### config.mk
export PLATFORM = sky130hd
export DESIGN_NAME = fetch_unit_flat
export DESIGN_NICKNAME = d
export VERILOG_FILES = /design/src/rtl/fetch_unit_pkg.sv /design/src/rtl/fetch_unit_if.sv /design/src/rtl/fetch_unit_pc_register.sv /design/src/rtl/fetch_unit.sv /design/src/flat_wrapper.sv
export SDC_FILE = /design/constraint.sdc
export NUM_CORES = 1
export LEC_CHECK = 0
export BUFFER_PORTS_ARGS = -buffer_cell sky130_fd_sc_hd__buf_2
export CORE_MARGIN = 5
export CORE_UTILIZATION = 55
export DETAILED_ROUTE_END_ITERATION = 8
export HOLD_SLACK_MARGIN = 0.03
export PLACE_DENSITY = 0.87
export SYNTH_ARGS = -nofsm -noshare
export SYNTH_HDL_FRONTEND = slang
export SYNTH_HIERARCHICAL = 1
export SYNTH_SLANG_ARGS = --single-unit
### constraint.sdc
create_clock -name Clk -period 4.63 [get_ports Clk]
set_input_delay 1.389 -clock Clk [delete_from_list [all_inputs] [get_ports Clk]]
set_output_delay 1.389 -clock Clk [all_outputs]
set_load 0.02 [all_outputs]
### src/rtl/fetch_unit_pkg.sv
// Shared fetch-stage definitions: FSM state encoding and fixed instruction words.
package fetch_unit_pkg;

    typedef enum logic [1:0] {
        IDLE  = 2'd0,
        FETCH = 2'd1,
        HOLD  = 2'd2,
        DRAIN = 2'd3
    } fetch_state_e;

    localparam logic [31:0] NOP    = 32'h0000_0000;
    localparam logic [31:0] PC_INC = 32'd4;

endpackage

### src/rtl/fetch_unit_if.sv
// Instruction-memory request/ack bus between the fetch stage and imem.
interface fetch_unit_if;
    logic        ImemReq;
    logic [31:0] ImemAddr;
    logic        ImemAck;
    logic [31:0] ImemData;

    modport master (output ImemReq, output ImemAddr, input ImemAck, input ImemData);
    modport slave  (input ImemReq, input ImemAddr, output ImemAck, output ImemData);
endinterface

### src/rtl/fetch_unit_pc_register.sv
// Program counter register; load data is forced word-aligned.
module pc_register #(
    parameter logic [31:0] RESET_PC = 32'h0000_0000
) (
    input  logic        Clk,
    input  logic        Reset,
    input  logic        Load,
    input  logic [31:0] D,
    output logic [31:0] Q
);

    always_ff @(posedge Clk or negedge Reset) begin
        if (!Reset)    Q <= RESET_PC;
        else if (Load) Q <= D & ~32'd3;
    end

endmodule

### src/rtl/fetch_unit.sv
// Instruction fetch stage: one outstanding imem request, IF/ID stall hold,
// and MEM-stage redirects that never abandon an in-flight handshake.
module fetch_unit
    import fetch_unit_pkg::*;
#(
    parameter logic [31:0] RESET_PC = 32'h0000_0000
) (
    input  logic               Clk,
    input  logic               Reset,
    input  logic               IFIDWrite,
    input  logic               Redirect,
    input  logic [31:0]        RedirectTarget,
    fetch_unit_if.master       imem,
    output logic [31:0]        Instruction,
    output logic [31:0]        PCAddResult,
    output logic               FetchValid,
    output logic [31:0]        PC
);

    fetch_state_e state;
    logic [31:0]  HoldInstr;
    logic [31:0]  DrainAddr;
    logic [31:0]  pc_plus4;
    logic [31:0]  pc_d;
    logic         pc_load;
    logic         fetch_ack;

    assign pc_plus4  = PC + PC_INC;
    assign fetch_ack = (state == FETCH) && imem.ImemAck;

    // Redirect wins in every state; otherwise advance only when IF/ID takes the word.
    always_comb begin
        pc_load = 1'b0;
        pc_d    = pc_plus4;
        if (Redirect) begin
            pc_load = 1'b1;
            pc_d    = RedirectTarget;
        end else if (IFIDWrite && (fetch_ack || state == HOLD)) begin
            pc_load = 1'b1;
        end
    end

    pc_register #(.RESET_PC(RESET_PC)) u_pc (
        .Clk   (Clk),
        .Reset (Reset),
        .Load  (pc_load),
        .D     (pc_d),
        .Q     (PC)
    );

    always_ff @(posedge Clk or negedge Reset) begin
        if (!Reset) begin
            state     <= IDLE;
            HoldInstr <= NOP;
            DrainAddr <= '0;
        end else begin
            case (state)
                IDLE:  state <= FETCH;
                FETCH: begin
                    if (Redirect) begin
                        // Un-acked request must still complete at its original address.
                        if (!imem.ImemAck) begin
                            DrainAddr <= PC;
                            state     <= DRAIN;
                        end
                    end else if (imem.ImemAck && !IFIDWrite) begin
                        HoldInstr <= imem.ImemData;
                        state     <= HOLD;
                    end
                end
                HOLD:  if (Redirect || IFIDWrite) state <= FETCH;
                DRAIN: if (imem.ImemAck) state <= FETCH;
                default: state <= IDLE;
            endcase
        end
    end

    always_comb begin
        imem.ImemReq  = (state == FETCH) || (state == DRAIN);
        imem.ImemAddr = (state == DRAIN) ? DrainAddr : PC;
        FetchValid    = fetch_ack || (state == HOLD);
        Instruction   = (state == HOLD) ? HoldInstr :
                        fetch_ack       ? imem.ImemData : NOP;
        PCAddResult   = FetchValid ? pc_plus4 : 32'h0;
    end

endmodule

### src/flat_wrapper.sv
// flat-port wrapper written by rule: the top's interface ports become plain ports
module fetch_unit_flat import fetch_unit_pkg::*;
#(
    parameter logic [31:0] RESET_PC = 32'h0000_0000
)
  (Clk, Reset, IFIDWrite, Redirect, RedirectTarget, Instruction, PCAddResult, FetchValid, PC, imem_ImemReq, imem_ImemAddr, imem_ImemAck, imem_ImemData);
  fetch_unit_if imem_i ();
  input  logic Clk;
  input  logic Reset;
  input  logic IFIDWrite;
  input  logic Redirect;
  input  logic [31:0] RedirectTarget;
  output logic [31:0] Instruction;
  output logic [31:0] PCAddResult;
  output logic FetchValid;
  output logic [31:0] PC;
  output wire logic [$bits(imem_i.ImemReq)-1:0] imem_ImemReq;
  output wire logic [$bits(imem_i.ImemAddr)-1:0] imem_ImemAddr;
  input wire logic [$bits(imem_i.ImemAck)-1:0] imem_ImemAck;
  input wire logic [$bits(imem_i.ImemData)-1:0] imem_ImemData;
  assign imem_ImemReq = imem_i.ImemReq;
  assign imem_ImemAddr = imem_i.ImemAddr;
  assign imem_i.ImemAck = imem_ImemAck;
  assign imem_i.ImemData = imem_ImemData;
  fetch_unit #(.RESET_PC(RESET_PC)) u_core (.Clk(Clk), .Reset(Reset), .IFIDWrite(IFIDWrite), .Redirect(Redirect), .RedirectTarget(RedirectTarget), .imem(imem_i), .Instruction(Instruction), .PCAddResult(PCAddResult), .FetchValid(FetchValid), .PC(PC));
endmodule
==> results.md <==
| Metric | This run |
|---|---|
| Result of the run | completed |
| Setup slack, reg-to-reg | 2040 ps |
| Post-route total power | 3.157 mW |
| Number of H-tree branching levels | 3 |
| Setup repair after global routing missed its margin | false |
| Detail-routed via count per cell | 5.910 |
| Worst-Margin Slew | 821.0 ps |
| Clock tree from TritonCTS | yes |
| Sum of net half-perimeters after detailed placement | 11.07 mm |
| Crit path launch type | flop |
| Post-route design area | 6853 um^2 |
| Detailed Routing Iterations Pass 1 | 6 |
| Synthesized cell area | 5575 um^2 |
| Proportion of layout cells with a drive suffix above 1 | 52.43% |
| Row cnt | 36 |
| Worst Setup End Kind | output port |
| Leakage | 3.212 nW |
| Final cell utilization of the core | 69.79% |
| Cts hold-fix bufs | 0 |
| Synth Instances | 502 |
| Relative max-transition margin | 45.14% |
| Clock Latency Late Sink | 360 ps |
| Pin count of the biggest net entering global routing | 63 |
| Clock slew at reported path FFs | 90 ps |
| Vias in the first global route | 4,916 |
| Maximum buffer depth of the clock tree | 2 |
| Antenna diode instance count | 0 |
| Power density cells | 460.7 nW/um^2 |
| NumNets Final | 745 |
| Aggregate negative setup slack | 0 ps |
| Vias post-DR | 4,799 |
| Std-Cell Core Area | 9819 um^2 |
| Remaining antenna violation count after routing | 0 |
| Total Die Area | 12,250 um^2 |
| Die width | 110.7 um |
| CTS Sinks | 96 |
| Path category of the worst min-delay check | flop to flop |
| Wire per inst | 18.81 um |
| Number of buffers created by CTS | 9 |
| Global placer's final weighted congestion | 0.8292 |
| Worst IR Drop VDD | 0.0002779 V |
| Top-Level Pins | 199 |
| Buffers inserted during post-CTS setup optimization | 0 |
| Die H | 110.7 um |
| Crit share post-route | 91.77% |
| Starting Density | 56.78% |
| CTS Root Cell | sky130_fd_sc_hd__clkbuf_8 |
| Worst Setup Path Type | flop to output port |
| GRT Overall Usage | 24.66% |
| Routed Wire Length | 15.28 mm |
| Tmin final | 4249 ps |
| Required time of the worst setup path | 3240 ps |
| PortBufs | 192 |
| Post-placement cell area | 6633 um^2 |
| Final-report max-slew violation count | 0 |
| Leftover overflow at the end of global routing | 0 |
| Initial antenna violation count | 0 |
| Post-place setup slack | 723.6 ps |
| Number of violations of the max-capacitance limit | 0 |
| Gates resized, CTS repair | 0 |
| Maximum achievable frequency | 235.4 MHz |
| CP Data Arrival Time | 2860 ps |
| Number of remaining DRC errors | 0 |
| Area growth from synthesis to final layout | 22.91% |
| Iteration-0 DRC count of the detailed router | 259 |
| Max Clock Skew | 8.203 ps |
| Fill cells | 749 |
| First-pass GRT wire length | 24.87 mm |
| Setup slack after layout | 381.1 ps |
| Hold violation count in the final report | 0 |
| Finish-stage setup viols | 0 |
| Count of warnings emitted by yosys | 6 |
| Synthesized area per cell | 11.11 um^2 |
| Crit-path max FO | 11 |
-- metal layers --
metal	track usage, %	wire length [um]	vias up
met5	0	0	-
met4	9.524	364	0
met3	5.459	1041	31
met2	41.42	7564	211
met1	31.01	6306	2372
li1	-	-	2185
-- layout by cell type, fill, tap and decap left out, drive strengths merged, types with 3 or more instances in the layout --
cell / count
nor2: 47
mux2: 127
a31oi: 16
o31ai: 9
nor3: 5
buf: 204
a22o: 33
or4: 10
clkbuf: 12
a21oi: 28
nand4: 13
nand3: 10
o21ai: 8
and2: 3
dfrtp: 96
inv: 7
nand2: 16
xnor2: 6
xor2: 6
and4: 6
-- final timing paths --
path                                       from                   end  cells past startpoint
min                        u_core/HoldInstr[19]  u_core/HoldInstr[19]                      1
max reg2reg                     u_core/state[1]     u_core/u_pc/Q[30]                      9
min in group asynchronous                 Reset  u_core/DrainAddr[26]                      1
min reg2reg                u_core/HoldInstr[19]  u_core/HoldInstr[19]                      1
max                            u_core/u_pc/Q[4]       PCAddResult[31]                      5
max in group asynchronous                 Reset  u_core/HoldInstr[28]                      2
-- metrics by stage --
stage | std cells | hold slack [ps]
final | 812 | 509.4
after floorplan | 503 | 476.7
after CTS | 812 | 514.5
after global routing | 812 | 525.2
after detailed placement | 797 | 494.1
after global placement | 797 | 484.9
-- power by group --
group          internal (mW)  total, mW  switching [mW]  leakage, nW
Clock                  0.331      0.608           0.277        0.112
Combinational          0.566       1.22           0.657         1.99
Sequential              1.08       1.33           0.247         1.10
-- worst max-delay path, stage by stage, from the launching register on --
cell                      delay, ps
sky130_fd_sc_hd__dfrtp_1        590
sky130_fd_sc_hd__and4_1         350
sky130_fd_sc_hd__nand4_1        460
sky130_fd_sc_hd__or4_1          660
sky130_fd_sc_hd__a21oi_1        230
sky130_fd_sc_hd__buf_2          210
-- registers in the layout, summed over array words and instances (netlist names) --
register / cells
u_core/DrainAddr: 32
u_core/HoldInstr: 32
u_core/state: 2
u_core/u_pc/Q: 30
-- layout make-up --
| type | count | area, um^2 | area share, % |
|---|---|---|---|
| sequential | 96 | 2402 | 35.06 |
| timing repair buffer | 204 | 1079 | 15.74 |
| inverter | 8 | 30.03 | 0.4382 |
| clock inverter | 3 | 65.06 | 0.9494 |
| tap | 133 | 166.4 | 2.428 |
| clock buffer | 12 | 155.1 | 2.264 |
| multi-input combinational | 356 | 2955 | 43.13 |
No activity file was read; power rests on OpenSTA's default activity.
